$ cat config.mk
export PLATFORM = sky130hd
export DESIGN_NAME = evict_write_buffer
export DESIGN_NICKNAME = d
export VERILOG_FILES = /design/src/rtl/evict_write_buffer.sv
export SDC_FILE = /design/constraint.sdc
export NUM_CORES = 1
export LEC_CHECK = 0
export CORE_AREA = 2 2 429 431
export CTS_BUF_LIST = sky130_fd_sc_hd__clkbuf_2 sky130_fd_sc_hd__clkbuf_4 sky130_fd_sc_hd__clkbuf_8
export CTS_CLUSTER_DIAMETER = 50
export DETAILED_ROUTE_END_ITERATION = 16
export DIE_AREA = 0 0 431 433
export PLACE_DENSITY_LB_ADDON = 0.25
export SLEW_MARGIN = 25
export SYNTH_ARGS = -nofsm -noshare
export SYNTH_HDL_FRONTEND = slang
export SYNTH_SLANG_ARGS = --single-unit
$ cat constraint.sdc
create_clock -name clk -period 31.1 [get_ports clk]
set_input_delay 3.11 -clock clk [delete_from_list [all_inputs] [get_ports clk]]
set_output_delay 3.11 -clock clk [all_outputs]
set_load 0.02 [all_outputs]
$ cat src/rtl/evict_write_buffer.sv
// evict_write_buffer
// Line-granular write buffer sitting between the L1 D-cache memory port and
// the data-side arbiter port. Dirty victims are absorbed in a short handshake
// so the miss fill can go out first. Buffered lines drain whenever the D-side
// is otherwise quiet.
//
// Optional feature macro: EVICT_BUF_FWD_EN
//   defined   : a read whose tag hits a buffered line is answered from the buffer.
//   undefined : such a read first drains the buffer in FIFO order until the
//               matching line has left, then goes downstream like any miss.
module evict_write_buffer #(
    parameter int DEPTH = 2
) (
    input  logic                       clk,
    input  logic                       rst,
    input  logic                       up_read,
    input  logic                       up_write,
    input  logic [31:0]                up_address,
    input  logic [255:0]               up_wdata,
    output logic [255:0]               up_rdata,
    output logic                       up_resp,
    output logic                       dn_read,
    output logic                       dn_write,
    output logic [31:0]                dn_address,
    output logic [255:0]               dn_wdata,
    input  logic [255:0]               dn_rdata,
    input  logic                       dn_resp,
    output logic [$clog2(DEPTH+1)-1:0] occupancy
);

    localparam int PTR_W = (DEPTH > 1) ? $clog2(DEPTH) : 1;
    localparam int OCC_W = $clog2(DEPTH + 1);

    localparam logic [1:0] IDLE  = 2'd0;
    localparam logic [1:0] READ  = 2'd1;
    localparam logic [1:0] DRAIN = 2'd2;
    localparam logic [1:0] RESP  = 2'd3;

    // Control and output registers
    logic [1:0]       state_q,     state_d;
    logic             upResp_q,    upResp_d;
    logic [255:0]     upRdata_q,   upRdata_d;
    logic             dnRead_q,    dnRead_d;
    logic             dnWrite_q,   dnWrite_d;
    logic [31:0]      dnAddress_q, dnAddress_d;
    logic [255:0]     dnWdata_q,   dnWdata_d;
    logic [PTR_W-1:0] head_q,      head_d;
    logic [PTR_W-1:0] tail_q,      tail_d;
    logic [OCC_W-1:0] occ_q,       occ_d;

    // Entry storage; valid bits carry the reset, tag/data are plain storage
    logic [DEPTH-1:0] valid_q;
    logic [26:0]      tag_q  [DEPTH];
    logic [255:0]     data_q [DEPTH];

    // Storage write controls produced by the FSM
    logic             wrEn;
    logic             wrAlloc;
    logic [PTR_W-1:0] wrIdx;
    logic             popEn;

    // Tag lookup results
    logic [26:0]      upTag;
    logic             hitAny;
    logic [PTR_W-1:0] hitIdx;
    logic             full;
    logic             unusedAddrBits;

    assign upTag          = up_address[31:5];
    assign unusedAddrBits = ^up_address[4:0];
    assign full           = (occ_q == OCC_W'(DEPTH));

    // Advance a FIFO pointer with wrap at DEPTH (DEPTH need not be a power of two)
    function automatic logic [PTR_W-1:0] ptrInc(input logic [PTR_W-1:0] p);
        return (p == PTR_W'(DEPTH - 1)) ? '0 : p + 1'b1;
    endfunction

    // Compare the requested line against every valid entry; coalescing on
    // writes guarantees at most one entry can match
    always_comb begin
        hitAny = 1'b0;
        hitIdx = '0;
        for (int i = 0; i < DEPTH; i++) begin
            if (valid_q[i] && (tag_q[i] == upTag)) begin
                hitAny = 1'b1;
                hitIdx = PTR_W'(i);
            end
        end
    end

    // Next-state logic: IDLE arbitrates read > write > drain, the other states
    // hold their downstream request until the arbiter answers
    always_comb begin
        state_d     = state_q;
        upResp_d    = upResp_q;
        upRdata_d   = upRdata_q;
        dnRead_d    = dnRead_q;
        dnWrite_d   = dnWrite_q;
        dnAddress_d = dnAddress_q;
        dnWdata_d   = dnWdata_q;
        head_d      = head_q;
        tail_d      = tail_q;
        occ_d       = occ_q;
        wrEn        = 1'b0;
        wrAlloc     = 1'b0;
        wrIdx       = tail_q;
        popEn       = 1'b0;

        case (state_q)
            IDLE: begin
                if (up_read) begin
`ifdef EVICT_BUF_FWD_EN
                    if (hitAny) begin
                        upRdata_d = data_q[hitIdx];
                        upResp_d  = 1'b1;
                        state_d   = RESP;
                    end else begin
                        dnRead_d    = 1'b1;
                        dnAddress_d = {upTag, 5'b0};
                        state_d     = READ;
                    end
`else
                    if (hitAny) begin
                        dnWrite_d   = 1'b1;
                        dnAddress_d = {tag_q[head_q], 5'b0};
                        dnWdata_d   = data_q[head_q];
                        state_d     = DRAIN;
                    end else begin
                        dnRead_d    = 1'b1;
                        dnAddress_d = {upTag, 5'b0};
                        state_d     = READ;
                    end
`endif
                end else if (up_write) begin
                    if (hitAny) begin
                        wrEn     = 1'b1;
                        wrIdx    = hitIdx;
                        upResp_d = 1'b1;
                        state_d  = RESP;
                    end else if (!full) begin
                        wrEn     = 1'b1;
                        wrAlloc  = 1'b1;
                        wrIdx    = tail_q;
                        tail_d   = ptrInc(tail_q);
                        occ_d    = occ_q + 1'b1;
                        upResp_d = 1'b1;
                        state_d  = RESP;
                    end else begin
                        dnWrite_d   = 1'b1;
                        dnAddress_d = {tag_q[head_q], 5'b0};
                        dnWdata_d   = data_q[head_q];
                        state_d     = DRAIN;
                    end
                end else if (occ_q != '0) begin
                    dnWrite_d   = 1'b1;
                    dnAddress_d = {tag_q[head_q], 5'b0};
                    dnWdata_d   = data_q[head_q];
                    state_d     = DRAIN;
                end
            end

            READ: begin
                if (dn_resp) begin
                    upRdata_d = dn_rdata;
                    dnRead_d  = 1'b0;
                    upResp_d  = 1'b1;
                    state_d   = RESP;
                end
            end

            DRAIN: begin
                if (dn_resp) begin
                    popEn     = 1'b1;
                    head_d    = ptrInc(head_q);
                    occ_d     = occ_q - 1'b1;
                    dnWrite_d = 1'b0;
                    state_d   = IDLE;
                end
            end

            RESP: begin
                upResp_d = 1'b0;
                state_d  = IDLE;
            end

            default: begin
                state_d = IDLE;
            end
        endcase
    end

    // Control registers; reset abandons any downstream transaction
    always_ff @(posedge clk or posedge rst) begin
        if (rst) begin
            state_q     <= IDLE;
            upResp_q    <= 1'b0;
            upRdata_q   <= '0;
            dnRead_q    <= 1'b0;
            dnWrite_q   <= 1'b0;
            dnAddress_q <= '0;
            dnWdata_q   <= '0;
            head_q      <= '0;
            tail_q      <= '0;
            occ_q       <= '0;
        end else begin
            state_q     <= state_d;
            upResp_q    <= upResp_d;
            upRdata_q   <= upRdata_d;
            dnRead_q    <= dnRead_d;
            dnWrite_q   <= dnWrite_d;
            dnAddress_q <= dnAddress_d;
            dnWdata_q   <= dnWdata_d;
            head_q      <= head_d;
            tail_q      <= tail_d;
            occ_q       <= occ_d;
        end
    end

    // Valid bits: set on allocation, cleared when the head line drains
    always_ff @(posedge clk or posedge rst) begin
        if (rst) begin
            valid_q <= '0;
        end else begin
            if (wrAlloc) begin
                valid_q[wrIdx] <= 1'b1;
            end
            if (popEn) begin
                valid_q[head_q] <= 1'b0;
            end
        end
    end

    // Tag and data storage; contents only matter while the valid bit is set
    always_ff @(posedge clk) begin
        if (wrEn) begin
            tag_q[wrIdx]  <= upTag;
            data_q[wrIdx] <= up_wdata;
        end
    end

    assign up_rdata   = upRdata_q;
    assign up_resp    = upResp_q;
    assign dn_read    = dnRead_q;
    assign dn_write   = dnWrite_q;
    assign dn_address = dnAddress_q;
    assign dn_wdata   = dnWdata_q;
    assign occupancy  = occ_q;

endmodule

# Word level (Yosys, flattened, before mapping)
# Memory sizes are Yosys's and may differ from the RTL's.
# Cells that the tools add are included.
# word_totals
output_inout_bits,549
word_cells,140
input_bits,549
mem_bits_rw,566
mem_count,2
ff_bits,555
# memory_table
memory,depth,width,rd,rd_clocked_by_memory_dff,write_ports,line_no,rtl
data_q,2,256,1,0,1,54,logic [255:0] data_q [DEPTH];
tag_q,2,27,3,0,1,53,logic [26:0] tag_q [DEPTH];
# classes
mux,72
n_bitwise,6
addsub,4
n_reduce_logical,20
n_eq_ne,21
n_lt_le_gt_ge,4
# op_table
operator,n
$mux W256,6
$mux W32,6
$eq A27 B27 Y1,2
$mux W1,40
$mux W2,13
$reduce_and A5 Y1,3
$ne A2 B2 Y1 const B,7
$ne A4 B4 Y1 const B,3
$reduce_and A6 Y1,2
$ne A3 B3 Y1 const B,3
$pmux W2 S4,1
$reduce_and A4 Y1,2
$eq A2 B2 Y1 const B,3
$reduce_bool A2 Y1,3
$reduce_bool A3 Y1,2
$logic_and A1 B1 Y1,4
$lt A1 B2 Y1 const B,2
$pmux W1 S2,2
$pmux W2 S2,1
$reduce_and A2 Y1,2
$ne A3 B2 Y1 const B,1
$not A1 Y1,3
$pmux W1 S3,1
$reduce_and A3 Y1,1
11 further kinds,14

# Depth between registers and ports, before layout
# Gate-level depths: netlist (run 1).
# An unclocked memory read counts as a cell.
# logic_depth
ltp_word,17
depth_mapped,9
mapped_depth_nobuf,7

# Least setup slack after synthesis (run 1)
# Ideal clock, no wire load.
# synth_path
kind,input-to-reg
start,in up_address[8]
end,mem data_q[0][0] (enable)
cell_stages,6
t_required_ns,29.755
arrival_time_ns,24.872
path_buffers,0
setup_time_ns,1.345
path_slack_ns,4.883
path_cell_list,xnor2_1 -> nand4_1 -> or4_1 -> o31ai_1 -> o21ai_0 -> a211oi_1
# synth_between
elab_chain_len,10
elab_cells_between_ends,17
classes_between,eq/ne: 2; mux: 13; reduce/logical: 2
# synth_lines
element,line_no,rtl
from (decl),18,"input logic [31:0] up_address,"
$eq A27 B27 Y1,84,if (valid_q[i] && (tag_q[i] == upTag)) begin
$logic_and A1 B1 Y1,84,
$mux W1 (2 in series),84,
$mux W1,135,if (hitAny) begin
$mux W1,134,end else if (up_write) begin
$mux W1,111,if (up_read) begin
$mux W1,109,case (state_q)
$mux W1,235,if (wrEn) begin
$mux W1 (implied by the code),237,data_q[wrIdx] <= up_wdata;
to (decl),54,
# Parallel ways exist; a longest one is shown, timed or not.

# Worst setup path after layout (run 1)
# layout_path
start,in up_address[10]
end,mem data_q[0][24] (enable)
# Same word-level chain as after synthesis.

==> qor_table.md, run 1 <==
| Quantity | This run |
|---|---|
| CTS tree | done |
| Number of stages on the worst hold path | 1 |
| Cell taking the most area after synthesis | edfxtp_1 |
| Largest driver fanout on the critical path | 59 |
| Vias per Instance | 4.103 |
| Post-cts resize count | 0 |
| Drt wl/cell | 25.31 microns |
| Power Dens Cells | 104.1 mW/mm^2 |
| Vias in the first global route | 25,860 |
| Vias | 24,680 |
| Routed length on met1 | 59,650 microns |
| EDFF count, synth | 566 |
| Tot GR Track Use | 0.1575 |
| Top Family by Delay on Critical Path | buffers and inverters |
| Postcts setup bufs | 0 |
| Critical Path Sink Type | register |
| Setup slack, reg-to-reg | 25,870 ps |
| Proportion of layout cells with a drive suffix above 1 | 0.3381 |
| Synth cell types | 42 |
| Maximum clock skew at final layout | 52.49 ps |
| H-Tree Depth | 4 |
| Clock transition at the registers of the reported paths | 60 ps |
| Die extent in y | 433 microns |
| Library cell used as clock root buffer | clkbuf_8 |
| Met3 wire len | 17,200 microns |
| Antenna-violating nets left | 0 |
| Fin. max-slew vios | 0 |
| Clock tree sinks | 1,116 |
| Number of buffers between clock root and the deepest sink | 3 |
| Largest stage delay on the critical path | 830 ps |
| DRC violations left | 0 |
| RePlAce Congestion | 0.8691 |
| Drt total wl | 152,200 microns |
| Share of the yosys chip area belonging to registers | 0.7338 |
| Total die area | 0.1866 sq mm |
| Main area contributors after synthesis | edfxtp_1 41%, dfrtp_1 33%, mux2_2 22% |
| Post-DP HPWL | 109,000 microns |
| Endpoint of the most critical register-to-register path | data_q[0][24]$_DFFE_PP_ |
| RR Startpoint | tag_q[1][5]$_DFFE_PP_ |
| Post-Syn Instances | 2,210 |
| Share of the cycle needed by the critical path after routing | 0.2434 |
| Standard cell with the maximum stage delay on the critical path | buf_4 |
| Setup-violating endpoint count in the final report | 0 |
| TritonCTS Buffers | 203 |
| Minimum hold slack | 484.0 ps |
| Row Count | 157 |
| Mean instance size in the synthesized netlist | 18.97 sq um |
| Portion of synthesized cell area occupied by the leading cell type | 0.4054 |
| Pin count of the biggest net entering global routing | 149 |
| Worst Path Buf+Inv | 4 |
| Highest routed layer | met5 |
| Yosys reg bits | 1,116 |
| Hold Fails Final Rpt | 0 |
| Overall overflow remaining after global route | 0 |
| Number of antenna violations at the first check in global routing | 60 |
| Number of inserted filler cells in the final layout | 17,830 |
| Transition time at the pin with the least slew margin | 1125 ps |
| Cts hold-fix bufs | 0 |
| Fin Setup TNS | 0 ps |
| Wire length of the first global-routing pass | 205,400 microns |
| 1st-pass router iterations | 5 |
| Most numerous cell on the critical path | buf_4 |
| Arrival time of the worst setup path | 8130 ps |
| Clock insertion delay at the later pin of the skew report | 940 ps |
| RSZ-0062 raised after global routing | no |
| Met2 wire length | 70,570 microns |
| Async SR Flop Fraction | 0.4928 |
| Synthesis-to-finish area growth | 43.50% |
| Status | finished clean |
| Top FF cell, synth | edfxtp_1 |
| Maximum vdd ir drop | 0.07450 mV |
| Path type of the worst min-delay path | register to register |
| Total leakage power | 22.17 nW |
| Worst setup path class | primary input to register |
| IO buf count | 1,087 |
| Fmax | 132.1 MHz |
| Worst Min Path Start | dn_wdata[76]$_DFFE_PP0P_ |
| Number of primary I/O pins | 1,098 |
| Chip Width | 431 microns |
| Relative slew margins | 0.2501 |
| Depth of the worst register-to-register path | 9 |
| End point of the most critical hold path | dn_wdata[76]$_DFFE_PP0P_ |
| Required time worst endpoint | 31,660 ps |
| Post-layout min period | 7569 ps |
| Maximum Capacitance Violations | 0 |
| Iteration-0 DRC count of the detailed router | 1,094 |
| Final nets | 3,978 |
| Post-synthesis instance area | 0.04192 sq mm |
| Synthesis warning total | 0 |
| Type of element launching the critical path | primary input |
| Area of the core | 0.1821 sq mm |
| Initial cell density of the core | 0.2302 |
| Cell-by-cell trace of the critical path | clkdlybuf4s50_1, xnor2_1, nand4_1, nor4_1, nand4_1, and2_1, a211oi_4, buf_4, buf_4, buf_4 |
metal layers:
| layer | vias up | GRT usage |
|---|---|---|
| met5 | - | 0 |
| met4 | 44 | 0.05775 |
| met3 | 292 | 0.08263 |
| met2 | 878 | 0.2433 |
| met1 | 12640 | 0.1852 |
| li1 | 10830 | - |
registers in the layout (all words and copies together) (netlist names):
| register | cells |
|---|---|
| dn_address | 27 |
| dn_read | 1 |
| occupancy | 2 |
| state_q | 2 |
| dn_write | 1 |
| up_resp | 1 |
| valid_q | 2 |
| head_q | 1 |
| data_q | 512 |
| dn_wdata | 256 |
| up_rdata | 256 |
| tag_q | 54 |
| tail_q | 1 |
layout make-up:
| cell class | instances | area [sq um] | share of cell area |
|---|---|---|---|
| flip-flops and latches | 1116 | 30760 | 0.5114 |
| repair buffers | 1112 | 11200 | 0.1861 |
| multi-input cells | 994 | 10600 | 0.1762 |
| clock buffers | 320 | 3923 | 0.06521 |
| well taps | 2385 | 2984 | 0.04961 |
| clock inverters | 61 | 606.8 | 0.01009 |
| diodes | 26 | 65.06 | 0.001082 |
| inverters | 2 | 15.01 | 0.0002496 |
Yosys cell counts, types with 2 or more instances:
master	count
a211oi_1	2
a21o_1	3
a21oi_1	6
a31oi_1	2
buf_1	4
buf_2	7
buf_4	8
buf_6	23
clkbuf_1	60
dfrtp_1	550
edfxtp_1	566
inv_1	2
mux2_1	22
mux2_2	827
nand2_1	6
nand2b_1	2
nand3_1	5
nand4_1	13
nor2_1	9
nor2b_1	2
nor3_1	4
nor4_1	11
o21ai_0	3
xnor2_1	32
xor2_1	24
worst register-to-register path, stage by stage, from the launching register on:
cell	delay [ps]
edfxtp_1	390
xnor2_1	240
nand4_1	210
nor4_1	390
nand4_1	270
and2_1	390
a211oi_4	520
buf_4	670
buf_4	840
buf_4	870
power by group:
group	internal [W]	leakage, nW	switching (W)
registers	0.00199	11.6	0.000270
logic	0.00121	8.15	0.00126
clock network	0.000879	2.40	0.000650
total	0.00408	22.2	0.00218
worst max path at each step:
stage	from	end	slack, ps	cells after the start
2_1_floorplan	up_address[8]	data_q[0][0]$_DFFE_PP_	4880	6
3_3_place_gp	up_address[16]	data_q[0][20]$_DFFE_PP_	22400	10
3_5_place_dp	up_address[10]	data_q[0][9]$_DFFE_PP_	22370	10
4_1_cts	up_address[10]	data_q[0][254]$_DFFE_PP_	23470	10
5_1_grt	up_address[16]	data_q[0][9]$_DFFE_PP_	23230	10
6_report	up_address[10]	data_q[0][24]$_DFFE_PP_	23530	10
through the flow:
step / util / instance area (sq um) / worst slack, ps / std cells / power [W]
after CTS: 0.3297 / 60030 / 23470 / 5988 / 0.006370
after detailed placement: 0.3048 / 55500 / 22370 / 5607 / 0.004787
after floorplan: - / 41940 / 4883 / 2214 / 0.003509
after global placement: 0.3048 / 55500 / 22400 / 5607 / 0.004773
after global routing: 0.3302 / 60130 / 23230 / 6008 / 0.006563
final: 0.3303 / 60150 / 23530 / 6016 / 0.006261
layout by cell type, fill, tap and decap left out, types with 13 or more instances in the layout:
cell type / instances
xnor2_1: 32
xor2_1: 24
clkbuf_4: 77
dfrtp_1: 549
clkinv_1: 20
diode_2: 26
edfxtp_1: 566
mux2_2: 827
mux2_1: 22
nand4_1: 13
clkdlybuf4s50_1: 1087
clkinv_2: 16
buf_4: 16
clkbuf_8: 243
cell families after synthesis:
logic type             synth area share
AO/OA/AOI/OAI                  0.004298
AND/OR/NAND/NOR                0.007731
other                        0.00008946
XOR/XNOR                        0.01170
flip-flops                       0.7338
multiplexers                     0.2281
buffers and inverters           0.01436
No activity file was read; power rests on OpenSTA's default activity.
==> run 2: changes to the inputs <==
--- a/config.mk
+++ b/config.mk
@@ -5,11 +5,11 @@
 export SDC_FILE = /design/constraint.sdc
 export NUM_CORES = 1
 export LEC_CHECK = 0
-export CORE_AREA = 2 2 429 431
+export CORE_AREA = 2 2 421 423
 export CTS_BUF_LIST = sky130_fd_sc_hd__clkbuf_2 sky130_fd_sc_hd__clkbuf_4 sky130_fd_sc_hd__clkbuf_8
 export CTS_CLUSTER_DIAMETER = 50
 export DETAILED_ROUTE_END_ITERATION = 16
-export DIE_AREA = 0 0 431 433
+export DIE_AREA = 0 0 423 425
 export PLACE_DENSITY_LB_ADDON = 0.25
 export SLEW_MARGIN = 25
 export SYNTH_ARGS = -nofsm -noshare
==> constraint.sdc (replaced) <==
create_clock -name clk -period 6.8 [get_ports clk]
set_input_delay 0.68 -clock clk [delete_from_list [all_inputs] [get_ports clk]]
set_output_delay 0.68 -clock clk [all_outputs]
set_load 0.02 [all_outputs]
==> run 2 against run 1 <==
Net effect:
- count of clock-buffer cells in the layout grew 13
- utilization grew 1.5 points
- sequential power rose to 4.6 times the previous value
- worst setup slack lost 21000 ps
- register-to-register slack worse by 23000 ps
- cell area is 0.53% higher
- clock skew up 6.4 ps
- largest cell class unchanged
- global-route usage up 0.93 points
- non-clock buffer count up 10
==> qor_table.md, run 2 (synthesized netlist as in run 1, its figures left out) <==
| Quantity | This run | vs previous |
|---|---|---|
| Row Count | 154 | was 157 |
| Proportion of layout cells with a drive suffix above 1 | 0.3466 | was 0.3381 |
| Routed length on met1 | 57,560 microns | was 59,650 microns |
| RePlAce Congestion | 0.8459 | was 0.8691 |
| 1st-pass router iterations | 5 | unchanged |
| Type of element launching the critical path | register | was primary input |
| Number of inserted filler cells in the final layout | 17,070 | was 17,830 |
| Maximum clock skew at final layout | 58.92 ps | was 52.49 ps |
| Drt wl/cell | 25.81 microns | was 25.31 microns |
| TritonCTS Buffers | 203 | unchanged |
| DRC violations left | 0 | unchanged |
| Worst Min Path Start | up_wdata[243] | was dn_wdata[76]$_DFFE_PP0P_ |
| Pin count of the biggest net entering global routing | 133 | was 149 |
| Vias in the first global route | 26,210 | was 25,860 |
| Clock transition at the registers of the reported paths | 60 ps | about the same |
| Path type of the worst min-delay path | primary input to register | was register to register |
| Tot GR Track Use | 0.1668 | was 0.1575 |
| Fmax | 256.9 MHz |  |
| Library cell used as clock root buffer | clkbuf_8 | unchanged |
| Postcts setup bufs | 0 | unchanged |
| H-Tree Depth | 4 | unchanged |
| Commonest non-fill, non-tap cell in the layout | clkdlybuf4s50_1 | unchanged |
| RSZ-0062 raised after global routing | no | unchanged |
| Transition time at the pin with the least slew margin | 1043 ps | was 1125 ps |
| First element of the critical path | tag_q[1][12]$_DFFE_PP_ | was up_address[10] |
| Most frequent cells in the layout | 1,087 x clkdlybuf4s50_1, 827 x mux2_2, 566 x edfxtp_1 | unchanged |
| Total leakage power | 22.35 nW | was 22.17 nW |
| Critical Path Sink Type | register | unchanged |
| Antenna-violating nets left | 0 | unchanged |
| Total die area | 0.1798 sq mm | was 0.1866 sq mm |
| Setup-violating endpoint count in the final report | 0 | unchanged |
| Power after layout | 0.02879 W | was 0.006261 W |
| Initial cell density of the core | 0.2391 | was 0.2302 |
| Worst setup path class | register to register | was primary input to register |
| Cell area after placement | 0.05581 sq mm | was 0.05550 sq mm |
| Fin. max-slew vios | 0 | unchanged |
| Maximum vdd ir drop | 0.3345 mV | was 0.07450 mV |
| Final nets | 3,988 | was 3,978 |
| Endpoint of the most critical register-to-register path | data_q[0][15]$_DFFE_PP_ | was data_q[0][24]$_DFFE_PP_ |
| Iteration-0 DRC count of the detailed router | 1,168 | was 1,094 |
| Wire length of the first global-routing pass | 209,100 microns | was 205,400 microns |
| Required time worst endpoint | 7350 ps | was 31,660 ps |
| Final Cell Area | 0.06047 sq mm | was 0.06015 sq mm |
| Final design utilization | 0.3449 | was 0.3303 |
| Chip Width | 423 microns | was 431 microns |
| Post-layout min period | 3893 ps |  |
| Power Dens Cells | 476.1 mW/mm^2 | was 104.1 mW/mm^2 |
| Arrival time of the worst setup path | 4440 ps | was 8130 ps |
| Number of buffers between clock root and the deepest sink | 3 | unchanged |
| Overall overflow remaining after global route | 0 | unchanged |
| IO buf count | 1,087 | unchanged |
| Register with the most flip-flops | data_q | unchanged |
| Top Family by Delay on Critical Path | simple AND/OR/NAND/NOR gates | was buffers and inverters |
| Number of primary I/O pins | 1,098 | unchanged |
| Status | finished clean | unchanged |
| Drt total wl | 154,000 microns | was 152,200 microns |
| CTS tree | done | unchanged |
| Met2 wire length | 75,480 microns | was 70,570 microns |
| Fin Setup TNS | 0 ps | unchanged |
| Synthesis-to-finish area growth | 44.26% | was 43.50% |
| Vias | 24,660 | was 24,680 |
| Maximum Capacitance Violations | 0 | unchanged |
| Setup slack, reg-to-reg | 2910 ps | was 25,870 ps |
| Worst Path Buf+Inv | 2 | was 4 |
| Number of stages on the worst hold path | 1 | unchanged |
| Die extent in y | 425 microns | was 433 microns |
| Number of antenna violations at the first check in global routing | 46 | was 60 |
| Vias per Instance | 4.131 | was 4.103 |
| Hold Fails Final Rpt | 0 | unchanged |
| Standard cell with the maximum stage delay on the critical path | nor4_1 | was buf_4 |
| Clock insertion delay at the later pin of the skew report | 970 ps | was 940 ps |
| Depth of the worst register-to-register path | 8 | was 9 |
| Largest driver fanout on the critical path | 120 | was 59 |
| Area of the core | 0.1753 sq mm | was 0.1821 sq mm |
| Post-DP HPWL | 113,400 microns | was 109,000 microns |
| Post-cts resize count | 0 | unchanged |
| Relative slew margins | 0.3046 | was 0.2501 |
| Share of the cycle needed by the critical path after routing | 0.5725 |  |
| Highest routed layer | met5 | unchanged |
| Cell-by-cell trace of the critical path | xnor2_1, nand4_1, nor4_1, nand4_1, and2_1, a211oi_4, buf_12, buf_12 | was clkdlybuf4s50_1, xnor2_1, nand4_1, nor4_1, nand4_1, and2_1, a211oi_4, buf_4, buf_4, buf_4 |
| Clock tree sinks | 1,116 | unchanged |
| Met3 wire len | 16,390 microns | was 17,200 microns |
| End point of the most critical hold path | data_q[0][243]$_DFFE_PP_ | was dn_wdata[76]$_DFFE_PP0P_ |
| Max FFs per register | 512 | unchanged |
| RR Startpoint | tag_q[1][12]$_DFFE_PP_ | was tag_q[1][5]$_DFFE_PP_ |
| Cts hold-fix bufs | 1 | was 0 |
| Largest stage delay on the critical path | 570 ps | was 830 ps |
-- run 2: final cells by class --
cell class / count / area, sq um / share of cell area
sequential: 1116 / 30760 / 0.5087
timing repair buffer: 1122 / 11350 / 0.1876
multi-input combinational: 994 / 10780 / 0.1782
clock buffer: 333 / 4051 / 0.06700
tap: 2340 / 2928 / 0.04842
clock inverter: 51 / 571.8 / 0.009455
antenna: 10 / 25.02 / 0.0004138
inverter: 2 / 11.26 / 0.0001862
-- run 2: worst max-delay path by stage --
stage,end,slack [ps],cells past startpoint
5_1_grt,data_q[0][50]$_DFFE_PP_,2680,8
4_1_cts,data_q[0][16]$_DFFE_PP_,2800,8
3_3_place_gp,data_q[0][16]$_DFFE_PP_,1960,9
6_report,data_q[0][15]$_DFFE_PP_,2910,8
3_5_place_dp,data_q[0][16]$_DFFE_PP_,1940,9
2_1_floorplan,data_q[0][0]$_DFFE_PP_,-2580,6
-- run 2: layer usage --
layer  up-vias  global-route usage
li1      10800                   -
met1     12700              0.1830
met2       846              0.2767
met3       268             0.08689
met4        46             0.05575
met5         -                   0
-- run 2: worst register-to-register path, delay by kind of cell, from the launching register on --
kind | cells | cell delay, ps
AOI/OAI and AO/OA | 1 | 420
xor gates and xnor gates | 1 | 280
DFF | 1 | 400
and+or+nand+nor | 4 | 1420
buffers and inverters | 2 | 790
-- run 2: through the flow --
stage	hold slack, ps	worst slack, ps	std cells
floorplan	449.8	-2578	2214
global placement	465.7	1961	5573
detailed placement	470.4	1940	5573
CTS	93.05	2805	5958
global route	166.7	2680	5966
finish	291.5	2907	5968
-- run 2: power breakdown --
group          leakage, nW  total [W]  internal [W]  switching, W
Clock                 2.42    0.00706       0.00406       0.00300
Combinational         8.31     0.0114       0.00556       0.00587
Sequential            11.6     0.0103       0.00910       0.00120
